### config.mk
export PLATFORM = sky130hd
export DESIGN_NAME = icache_refill_flat
export DESIGN_NICKNAME = d
export VERILOG_FILES = /design/src/rtl/icache_refill_if.sv /design/src/rtl/icache_refill.sv /design/src/flat_wrapper.sv
export SDC_FILE = /design/constraint.sdc
export NUM_CORES = 1
export LEC_CHECK = 0
export ABC_AREA = 1
export CORE_ASPECT_RATIO = 1.2
export CORE_MARGIN = 3
export CORE_UTILIZATION = 25
export DETAILED_ROUTE_END_ITERATION = 12
export SETUP_SLACK_MARGIN = 0.3
export SYNTH_ARGS = -nofsm -noshare
export SYNTH_HDL_FRONTEND = slang
export SYNTH_SLANG_ARGS = --single-unit
### constraint.sdc
create_clock -name clk -period 5.02 [get_ports clk]
set_input_delay 1.004 -clock clk [delete_from_list [all_inputs] [get_ports clk]]
set_output_delay 1.004 -clock clk [all_outputs]
set_load 0.005 [all_outputs]
### src/rtl/icache_refill_if.sv
// Signal bundle linking the instruction-cache refill engine to the cache and to instruction memory.
// The master modport is the refill engine; the slave modport is the cache/memory side.
interface icache_refill_if;
    logic         miss_req;
    logic [31:0]  miss_addr;
    logic         stall;
    logic         mem_req;
    logic [31:0]  mem_addr;
    logic         mem_ack;
    logic [31:0]  mem_rdata;
    logic [127:0] dataline;
    logic [31:0]  line_addr;
    logic         line_valid;
    logic         crit_valid;
    logic [31:0]  crit_word;
    logic         refill_err;

    modport master (
        input  miss_req, miss_addr, mem_ack, mem_rdata,
        output stall, mem_req, mem_addr, dataline, line_addr, line_valid,
               crit_valid, crit_word, refill_err
    );

    modport slave (
        output miss_req, miss_addr, mem_ack, mem_rdata,
        input  stall, mem_req, mem_addr, dataline, line_addr, line_valid,
               crit_valid, crit_word, refill_err
    );
endinterface

### src/rtl/icache_refill.sv
// Line-fill engine: fetches the four words of a missed 16-byte line and hands the line to the cache.
// Optional macro REFILL_CRIT_FIRST_EN: fetch starts at the missed word and the critical word is pulsed early.
module icache_refill #(
    parameter int unsigned MAX_WAIT = 255
) (
    input  logic           clk,
    input  logic           reset,
    icache_refill_if.master bus
);
    localparam int unsigned WAIT_W = $clog2(MAX_WAIT + 1);
    localparam logic [WAIT_W-1:0] WAIT_LAST = WAIT_W'(MAX_WAIT - 1);

    typedef enum logic [2:0] {
        IDLE    = 3'd0,
        FETCH   = 3'd1,
        DELIVER = 3'd2,
        DRAIN   = 3'd3,
        ERROR   = 3'd4
    } state_t;

    state_t              r_state;
    logic [27:0]         r_base;
    logic [1:0]          r_cnt;
    logic [1:0]          r_fetched;
    logic [WAIT_W-1:0]   r_wait;
    logic [127:0]        r_buf;
    logic                r_stall;
    logic                r_mem_req;
    logic [31:0]         r_mem_addr;
    logic [127:0]        r_dataline;
    logic [31:0]         r_line_addr;
    logic                r_line_valid;
    logic                r_refill_err;
`ifdef REFILL_CRIT_FIRST_EN
    logic                r_crit_valid;
    logic [31:0]         r_crit_word;
`endif

    logic [1:0]          w_start;
    logic [1:0]          w_next_cnt;
    logic                w_accept;
    logic [127:0]        w_fill_buf;
    logic                w_unused;

`ifdef REFILL_CRIT_FIRST_EN
    assign w_start = bus.miss_addr[3:2];
`else
    assign w_start = 2'b00;
`endif
    assign w_next_cnt = r_cnt + 2'd1;
    assign w_accept   = bus.mem_ack & r_mem_req;
    assign w_unused   = &{1'b0, bus.miss_addr[3:0]};

    // Merge the returning word into its slot of the private assembly buffer.
    always_comb begin
        w_fill_buf = r_buf;
        case (r_cnt)
            2'd0:    w_fill_buf[31:0]   = bus.mem_rdata;
            2'd1:    w_fill_buf[63:32]  = bus.mem_rdata;
            2'd2:    w_fill_buf[95:64]  = bus.mem_rdata;
            2'd3:    w_fill_buf[127:96] = bus.mem_rdata;
            default: w_fill_buf = r_buf;
        endcase
    end

    // Refill sequencer; every output is a register so the cache sees glitch-free controls.
    always_ff @(posedge clk) begin
        if (reset) begin
            r_state      <= IDLE;
            r_base       <= 28'd0;
            r_cnt        <= 2'd0;
            r_fetched    <= 2'd0;
            r_wait       <= '0;
            r_buf        <= 128'd0;
            r_stall      <= 1'b0;
            r_mem_req    <= 1'b0;
            r_mem_addr   <= 32'd0;
            r_dataline   <= 128'd0;
            r_line_addr  <= 32'd0;
            r_line_valid <= 1'b0;
            r_refill_err <= 1'b0;
`ifdef REFILL_CRIT_FIRST_EN
            r_crit_valid <= 1'b0;
            r_crit_word  <= 32'd0;
`endif
        end else begin
            r_line_valid <= 1'b0;
`ifdef REFILL_CRIT_FIRST_EN
            r_crit_valid <= 1'b0;
`endif
            case (r_state)
                IDLE: begin
                    if (bus.miss_req) begin
                        r_base     <= bus.miss_addr[31:4];
                        r_cnt      <= w_start;
                        r_fetched  <= 2'd0;
                        r_wait     <= '0;
                        r_stall    <= 1'b1;
                        r_mem_req  <= 1'b1;
                        r_mem_addr <= {bus.miss_addr[31:4], w_start, 2'b00};
                        r_state    <= FETCH;
                    end else begin
                        r_stall    <= 1'b0;
                    end
                end
                FETCH: begin
                    if (w_accept) begin
                        r_buf     <= w_fill_buf;
                        r_cnt     <= w_next_cnt;
                        r_fetched <= r_fetched + 2'd1;
                        r_wait    <= '0;
`ifdef REFILL_CRIT_FIRST_EN
                        if (r_fetched == 2'd0) begin
                            r_crit_valid <= 1'b1;
                            r_crit_word  <= bus.mem_rdata;
                        end
`endif
                        // Only a complete line is ever published to the cache.
                        if (r_fetched == 2'd3) begin
                            r_mem_req    <= 1'b0;
                            r_dataline   <= w_fill_buf;
                            r_line_addr  <= {r_base, 4'b0000};
                            r_line_valid <= 1'b1;
                            r_state      <= DELIVER;
                        end else begin
                            r_mem_addr   <= {r_base, w_next_cnt, 2'b00};
                        end
                    end else if (r_wait == WAIT_LAST) begin
                        r_mem_req    <= 1'b0;
                        r_refill_err <= 1'b1;
                        r_state      <= ERROR;
                    end else begin
                        r_wait       <= r_wait + WAIT_W'(1);
                    end
                end
                DELIVER: begin
                    r_state <= DRAIN;
                end
                DRAIN: begin
                    r_stall <= 1'b0;
                    r_state <= IDLE;
                end
                ERROR: begin
                    r_state <= ERROR;
                end
                default: begin
                    r_mem_req <= 1'b0;
                    r_stall   <= 1'b0;
                    r_state   <= IDLE;
                end
            endcase
        end
    end

    assign bus.stall      = r_stall;
    assign bus.mem_req    = r_mem_req;
    assign bus.mem_addr   = r_mem_addr;
    assign bus.dataline   = r_dataline;
    assign bus.line_addr  = r_line_addr;
    assign bus.line_valid = r_line_valid;
    assign bus.refill_err = r_refill_err;
`ifdef REFILL_CRIT_FIRST_EN
    assign bus.crit_valid = r_crit_valid;
    assign bus.crit_word  = r_crit_word;
`else
    assign bus.crit_valid = 1'b0;
    assign bus.crit_word  = 32'd0;
`endif
endmodule

### src/flat_wrapper.sv
// flat-port wrapper written by rule: the top's interface ports become plain ports
module icache_refill_flat 
#(
    parameter int unsigned MAX_WAIT = 255
)
  (clk, reset, bus_miss_req, bus_miss_addr, bus_mem_ack, bus_mem_rdata, bus_stall, bus_mem_req, bus_mem_addr, bus_dataline, bus_line_addr, bus_line_valid, bus_crit_valid, bus_crit_word, bus_refill_err);
  icache_refill_if bus_i ();
  input  logic clk;
  input  logic reset;
  input wire logic [$bits(bus_i.miss_req)-1:0] bus_miss_req;
  input wire logic [$bits(bus_i.miss_addr)-1:0] bus_miss_addr;
  input wire logic [$bits(bus_i.mem_ack)-1:0] bus_mem_ack;
  input wire logic [$bits(bus_i.mem_rdata)-1:0] bus_mem_rdata;
  output wire logic [$bits(bus_i.stall)-1:0] bus_stall;
  output wire logic [$bits(bus_i.mem_req)-1:0] bus_mem_req;
  output wire logic [$bits(bus_i.mem_addr)-1:0] bus_mem_addr;
  output wire logic [$bits(bus_i.dataline)-1:0] bus_dataline;
  output wire logic [$bits(bus_i.line_addr)-1:0] bus_line_addr;
  output wire logic [$bits(bus_i.line_valid)-1:0] bus_line_valid;
  output wire logic [$bits(bus_i.crit_valid)-1:0] bus_crit_valid;
  output wire logic [$bits(bus_i.crit_word)-1:0] bus_crit_word;
  output wire logic [$bits(bus_i.refill_err)-1:0] bus_refill_err;
  assign bus_i.miss_req = bus_miss_req;
  assign bus_i.miss_addr = bus_miss_addr;
  assign bus_i.mem_ack = bus_mem_ack;
  assign bus_i.mem_rdata = bus_mem_rdata;
  assign bus_stall = bus_i.stall;
  assign bus_mem_req = bus_i.mem_req;
  assign bus_mem_addr = bus_i.mem_addr;
  assign bus_dataline = bus_i.dataline;
  assign bus_line_addr = bus_i.line_addr;
  assign bus_line_valid = bus_i.line_valid;
  assign bus_crit_valid = bus_i.crit_valid;
  assign bus_crit_word = bus_i.crit_word;
  assign bus_refill_err = bus_i.refill_err;
  icache_refill #(.MAX_WAIT(MAX_WAIT)) u_core (.clk(clk), .reset(reset), .bus(bus_i));
endmodule
Yosys cells after proc, flatten, opt, wreduce, memory -nomap -nowiden. Cells that the tools add are included.

Equal/unequal tests: 15. Mux-type cells: 30. Add/sub/neg operators: 3. Reductions and logical operators: 15. Bitwise operators: 4.

Operator list (number): two-way mux 32 bit (7); one-hot mux 32 bit (2 select lines) (1); two-way mux 8 bit (3); one-hot mux 8 bit (2 select lines) (1); AND reduction 3 bit (5); two-way mux 3 bit (4); one-hot mux 3 bit (4 select lines) (1); OR reduction 3 bit (3); adder 8 x 1 -> 8 bit (second input constant) (1); equality test 8 bit (second input constant) (1); one-hot mux 2 bit (2 select lines) (2); AND reduction 4 bit (2); equality test 2 bit (second input constant) (3); equality test 3 x 2 -> 1 bit (second input constant) (2); two-way mux 1 bit (6); two-way mux 2 bit (3); adder 2 x 1 -> 2 bit (second input constant) (2); != test 2 bit (second input constant) (2); AND reduction 2 bit (2); equality test 3 x 1 -> 1 bit (second input constant) (1); equality test 3 bit (second input constant) (1); zero test 3 bit (1); != test 3 x 1 -> 1 bit (second input constant) (1); != test 3 x 2 -> 1 bit (second input constant) (1); other kinds (9) (11).

Input port bits: 68. Register bits: 363.

Logic depth before layout (Yosys ltp). Gate-level depths: netlist of the first run.

Depth after elaboration: 4. Depth in mapped cells: 10. Depth with buffers taken out: 9.

Worst setup path after synthesis of the first run. OpenSTA, ideal clock, no wires.

Path kind: input-to-reg. Start: input reset. End: register u_core.r_buf[77]. Setup slack: 2.886 ns. Library setup time: 0.070 ns. Data required time: 4.950 ns. Arrival time: 2.065 ns. Stages on the path: 7. Cells stage by stage: clkbuf_1 inv_1 buf_2 buf_2 buf_1 o21ai_0 a21oi_1.

RTL lines: start, declared (line flat_wrapper.sv:9) `input logic reset;`; end signal, assigned (line icache_refill.sv:108) `r_buf <= w_fill_buf;`; end, declared (line icache_refill.sv:26) `logic [127:0] r_buf;`.

Final worst setup path of the first run.
Start: input bus_mem_ack. End: register u_core.r_dataline[60] (netlist: u_core.bus.dataline[60]).

Longest elaborated chain between the ends: 2.

Ends and longest elaborated chain: start, declared (line flat_wrapper.sv:12) `input wire logic [$bits(bus_i.mem_ack)-1:0] bus_mem_ack;`; bitwise AND 1 bit (line icache_refill.sv:51) `assign w_accept = bus.mem_ack & r_mem_req;`; AND reduction 3 bit (no source line); end signal, assigned (line icache_refill.sv:121) `r_dataline <= w_fill_buf;`; end, declared (line icache_refill.sv:30) `logic [127:0] r_dataline;`.

Every way passes these cells. A chain may end at the register's enable or synchronous reset.

==> results.yml, run 1 <==
grt:
  first_global_vias: 12530
  grt.overflow.total: 0
  grt_max_degree: 131
  track_usage: 0.1498
  grt_pass1_wl_mm: 71.63
  antenna_found_initial: 0
critical_path:
  reg2reg_depth: 6
  r2r-end: "u_core.r_buf[85]"
  crit_fanout: 67
  end_kind: "flip-flop"
  crit_required_ns: 5.50
  cp-startpoint: "bus_mem_ack"
  crit_path_start_kind: "input pin"
  worstPathArrival_ns: 3.44
  critical_path.endpoint: "u_core.bus.dataline[60]"
  rrSetupSlack_ns: 2.27
  r2r-start: "u_core.r_state[2]"
  critPathKind: "in2reg"
sta:
  period_minus_slack_ns: 2.964
  drv_slew: 0
  worst_pin_slew_ns: 1.197
  max_freq_ghz: 0.3374
  rsz0062_at_grt: "false"
  setup_viol: 0
  fin_ws_ns: 2.056
  timing.final.crit_share: 0.5904
  fin_skew_ns: 0.01081
  finalSetupTns_ns: 0
  holdWs_ns: 0.4468
  relSlewSlack: 0.2022
  hold_violations: 0
final_layout:
  fin_util: 0.3277
  nNetsFinal: 2123
  drive_gt1_frac: 0.05046
  layout_commonest_cell: "dfxtp_1"
  final_cell_mix: "dfxtp_1 (361), nand2_1 (335), o21ai_0 (331)"
  synthToLayoutAreaGrowth_pct: 29.70
  final_cells: 2816
  fin_area_mm2: 0.01878
  insertedDiodeCount: 0
clocking:
  cts-root-buf: "clkbuf_16"
  cts.path.max_buffers: 3
  ctsHoldBuffers: 0
  clk_pin_slew_ns: 0.06
  cts_resized: 0
  cts_sinks: 361
  htreeDepth: 2
  numCtsBuffers: 41
  cts_tree: "yes"
  clock_latency_ns: 0.56
  post-cts-setup-buffers: 0
drt:
  top_layer: "met4"
  vias_per_cell: 4.667
  wl_met2_mm: 23.66
  wl_mm: 47.40
  wl_per_cell_um: 16.83
  postRouteAntennaNets: 0
  drcViolationCount: 0
  num_vias: 13140
  dr.pass1.iters: 5
  drt-met1-wl_mm: 19.18
  first_iter_violations: 719
  routed-wl-met3_mm: 2.961
placement:
  dp_hpwl_mm: 30.87
  post_dp_cell_area_mm2: 0.01732
  io_buffers: 253
  place_ws_ns: 1.520
  gp_congestion: 0.8019
  dp_cells: 2740
synth:
  yosys_warnings: 0
  synth_area_mm2: 0.01448
  yosys-top-cells-area: "dfxtp_1 (50%), o21ai_0 (11%), a21oi_1 (9.7%), nand2_1 (8.7%), inv_1 (3.6%)"
  yosysTopAreaCell: "dfxtp_1"
  ys_types: 31
  synth_top_area_frac: 0.4992
  synthFlopType: "dfxtp_1"
  synth_seq_cells: 361
  synth_edf_count: 0
  avgSynthCellArea_um2: 7.684
  synthCells: 1884
  async_flop_share: 0
  yosysSeqAreaShare: 0.4992
job:
  cap_viol_max_count: 0
pwr:
  power_density_mw_per_mm2: 369.2
  cellLeakagePower_nw: 6.632
  peakVddDrop_mv: 0.1950
  finalPower_mw: 6.932
floorplanning:
  start_util: 0.2527
  die_y_um: 269.6
  num_rows: 96
  die_w_um: 225.7
  dieArea_mm2: 0.06084
  core_area_mm2: 0.05730
  pin_count: 297
min_path:
  hold_path_class: "reg2reg"
status:
  outcome: "finished, final reports clean"
[power by group]
part	total, mW	leakage (nW)	switching (mW)	internal [mW]
sequential	3.03	2.93	0.0494	2.98
combinational	0.679	2.99	0.425	0.254
clock	3.22	0.718	1.26	1.96
total	6.93	6.63	1.73	5.20
[cell type report]
cell class                      instances  area (um^2)
Timing Repair Buffer                  267         2673
Sequential cell                       361         7227
Tap cell                              735        919.6
Clock buffer                           58         1222
Inverter                              142        543.0
Multi-Input combinational cell       1235         5956
Fill cell                            6044        38520
Clock inverter                         18        235.2
[kinds of logic (layout without fill, tap and decap cells)]
logic type,Yosys count,count (layout),synth area share
compound gates,691,691,0.2485
xor+xnor,1,1,0.0006051
fa+ha+maj,7,7,0.006050
buf+inv,326,485,0.1008
flops,361,361,0.4992
mux,16,16,0.01106
other cells,1,39,0.0002590
simple gates,481,481,0.1335
[worst min-delay path by stage]
stage                      start                end  depth (start not counted)
2_1_floorplan  u_core.r_buf[127]  u_core.r_buf[127]                          2
3_3_place_gp    u_core.r_buf[40]   u_core.r_buf[40]                          2
3_5_place_dp    u_core.r_buf[46]   u_core.r_buf[46]                          2
4_1_cts         u_core.r_buf[32]   u_core.r_buf[32]                          2
5_1_grt         u_core.r_buf[70]   u_core.r_buf[70]                          2
6_report        u_core.r_buf[39]   u_core.r_buf[39]                          2
[critical path: stages]
cell             delay [ns]
clkdlybuf4s50_1        0.46
nand2_1                0.21
nor2_4                 0.22
buf_4                  0.44
buf_4                  0.67
nand2_1                0.12
a21oi_1                0.19
[state kept, by name, summed over array words and instances (netlist names)]
signal / flops
u_core.r_buf: 128
u_core.bus.stall: 1
u_core.r_base: 28
u_core.r_cnt: 2
u_core.bus.refill_err: 1
u_core.bus.line_valid: 1
u_core.r_fetched: 2
u_core.bus.dataline: 128
u_core.bus.mem_addr: 30
u_core.bus.mem_req: 1
u_core.r_state: 3
u_core.bus.line_addr: 28
u_core.r_wait: 8
[cell usage after synthesis (6+ instances only)]
library cell and number:
ha_1 7, o21ai_1 25, buf_1 6, a21oi_1 280, nand3_1 59, buf_4 43
clkbuf_1 91, inv_1 140, o21a_1 48, nand2_1 335, dfxtp_1 361, o21ai_0 331
nor2_1 75, buf_2 40, mux2i_1 16
[metal layers]
| metal | up-vias | track usage |
|---|---|---|
| met5 | - | 0 |
| met4 | 0 | 0.05253 |
| met3 | 82 | 0.03735 |
| met2 | 367 | 0.2696 |
| met1 | 6208 | 0.1709 |
| li1 | 6485 | - |
(Power assumes the default switching activity.)
==> run 2: changes to the inputs <==
==> constraint.sdc (replaced) <==
create_clock -name clk -period 2.8 [get_ports clk]
set_input_delay 0.56 -clock clk [delete_from_list [all_inputs] [get_ports clk]]
set_output_delay 0.56 -clock clk [all_outputs]
set_load 0.005 [all_outputs]
==> run 2 against run 1 <==
  * Sequential power is 80% higher
  * Global-route usage is 0.12 points higher
  * Setup slack worse by 1.4 ns
  * Die area stayed put
  * Via count is 0.59% lower
  * Cell count hardly changed
  * Critical path type is now reg2reg
  * Largest power group is now sequential cells
  * Highest routed layer unchanged
==> results.yml, run 2 (synthesis results as in run 1) <==
pwr:
  peakVddDrop_mv: 0.3658
  combPwrFrac: 0.104
  power_density_mw_per_mm2: 628.7
  cellLeakagePower_nw: 6.628
  p_sw_frac: 0.2509
  power_frac_seq: 0.461
  p_int_mw: 8.827
  clockPowerShare: 0.434
  switchingPower_mw: 2.956
  finalPower_mw: 11.78
final_layout:
  nNetsFinal: 2132
  regArea_mm2: 0.007227
  fillCellCount: 6014
  layout_commonest_cell: "dfxtp_1"
  final_cells: 2817
  fin_util: 0.3271
  final_cell_mix: "dfxtp_1 (361), nand2_1 (335), o21ai_0 (331)"
  drive_gt1_frac: 0.05091
  synthToLayoutAreaGrowth_pct: 29.47
  multi_input_area_mm2: 0.005956
  fin_area_mm2: 0.01874
  insertedDiodeCount: 0
placement:
  gp_congestion: 0.7855
  post_dp_cell_area_mm2: 0.01748
  io_buffers: 253
  dp_hpwl_mm: 31.30
  dp_cells: 2751
sta:
  finalSetupTns_ns: 0
  fin_skew_ns: 0.02067
  max_freq_ghz: 0.4729
  drv_slew: 0
  timing.final.crit_share: 0.7551
  relSlewSlack: 0.4565
  hold_violations: 0
  setup_viol: 0
  period_minus_slack_ns: 2.114
  rsz0062_at_grt: "false"
  worst_pin_slew_ns: 0.8153
floorplanning:
  die_w_um: 225.7
  num_rows: 96
  pin_count: 297
  core_area_mm2: 0.05730
  start_util: 0.2527
  dieArea_mm2: 0.06084
  die_y_um: 269.6
clocking:
  ctsHoldBuffers: 0
  clock_latency_ns: 0.56
  post-cts-setup-buffers: 0
  clk_pin_slew_ns: 0.06
  cts-root-buf: "clkbuf_16"
  cts_tree: "yes"
  cts.path.max_buffers: 3
  cts_resized: 0
  htreeDepth: 2
  cts_sinks: 361
  numCtsBuffers: 39
drt:
  vias_per_cell: 4.638
  drcViolationCount: 0
  first_iter_violations: 729
  wl_per_cell_um: 16.58
  num_vias: 13060
  wl_mm: 46.70
  postRouteAntennaNets: 0
  dr.pass1.iters: 6
grt:
  track_usage: 0.1510
  grt_max_degree: 144
  grt_pass1_wl_mm: 72.64
  first_global_vias: 13070
  grt.overflow.total: 0
  antenna_found_initial: 0
critical_path:
  crit_required_ns: 3.28
  worstPathArrival_ns: 2.60
  crit_path_start_kind: "flip-flop"
  critPathKind: "reg2reg"
  end_kind: "flip-flop"
  crit_fanout: 41
status:
  outcome: "finished, final reports clean"
job:
  cap_viol_max_count: 0
min_path:
  hold_path_class: "reg2reg"
-- run 2: cell count changes in the layout (fill, tap and decap cells not counted), sizes merged --
cell and delta:
buf +11, bufinv -4, clkbuf -1, clkinv -2, clkinvlp -2, inv -1
-- run 2: final cells by class --
cell class | instances | area share
clock buffers | 57 | 0.06268
clock inverters | 9 | 0.004940
inverters | 142 | 0.02897
multi-input cells | 1235 | 0.3178
flip-flops and latches | 361 | 0.3856
well taps | 735 | 0.04907
repair buffers | 278 | 0.1510
-- run 2: power by group through the flow --
stage                     registers [mW]  clock network [mW]  logic (mW)
after global routing                5.46                5.50        1.39
after floorplan                     5.54                   0       0.730
final                               5.44                5.12        1.23
after CTS                           5.44                5.32        1.25
after detailed placement            5.55                   0        1.24
after global placement              5.54                   0        1.22
-- run 2: metal layers --
| layer | part of all wire | vias up | GRT usage |
|---|---|---|---|
| met1 | 0.40 | 6093 | 0.1693 |
| li1 | - | 6496 | - |
| met5 | 0 | - | 0 |
| met2 | 0.49 | 378 | 0.2690 |
| met4 | 0.045 | 0 | 0.06558 |
| met3 | 0.066 | 97 | 0.03800 |
-- run 2: worst max-delay path, cell delays in order, from the launching register on --
cell,delay [ns]
dfxtp_1,0.35
inv_1,0.13
ha_2,0.71
buf_4,0.28
nand2_1,0.05
o21ai_0,0.16
o21ai_0,0.17
a21oi_1,0.15
-- run 2: worst paths after layout --
path | start | slack, ns | end | cells after the start
max reg2reg | u_core.r_cnt[0] | 0.69 | u_core.r_buf[26] | 7
min | u_core.r_buf[17] | 0.45 | u_core.r_buf[17] | 2
max | u_core.r_cnt[0] | 0.69 | u_core.r_buf[26] | 7
min reg2reg | u_core.r_buf[17] | 0.45 | u_core.r_buf[17] | 2
-- run 2: stage by stage --
| step | setup slack (ns) | hold slack, ns |
|---|---|---|
| floorplan | 1.110 | 0.4239 |
| detailed placement | 0.2579 | 0.4383 |
| global route | 0.5006 | 0.4580 |
| CTS | 0.6398 | 0.4033 |
| global placement | 0.2648 | 0.4320 |
| finish | 0.6856 | 0.4460 |
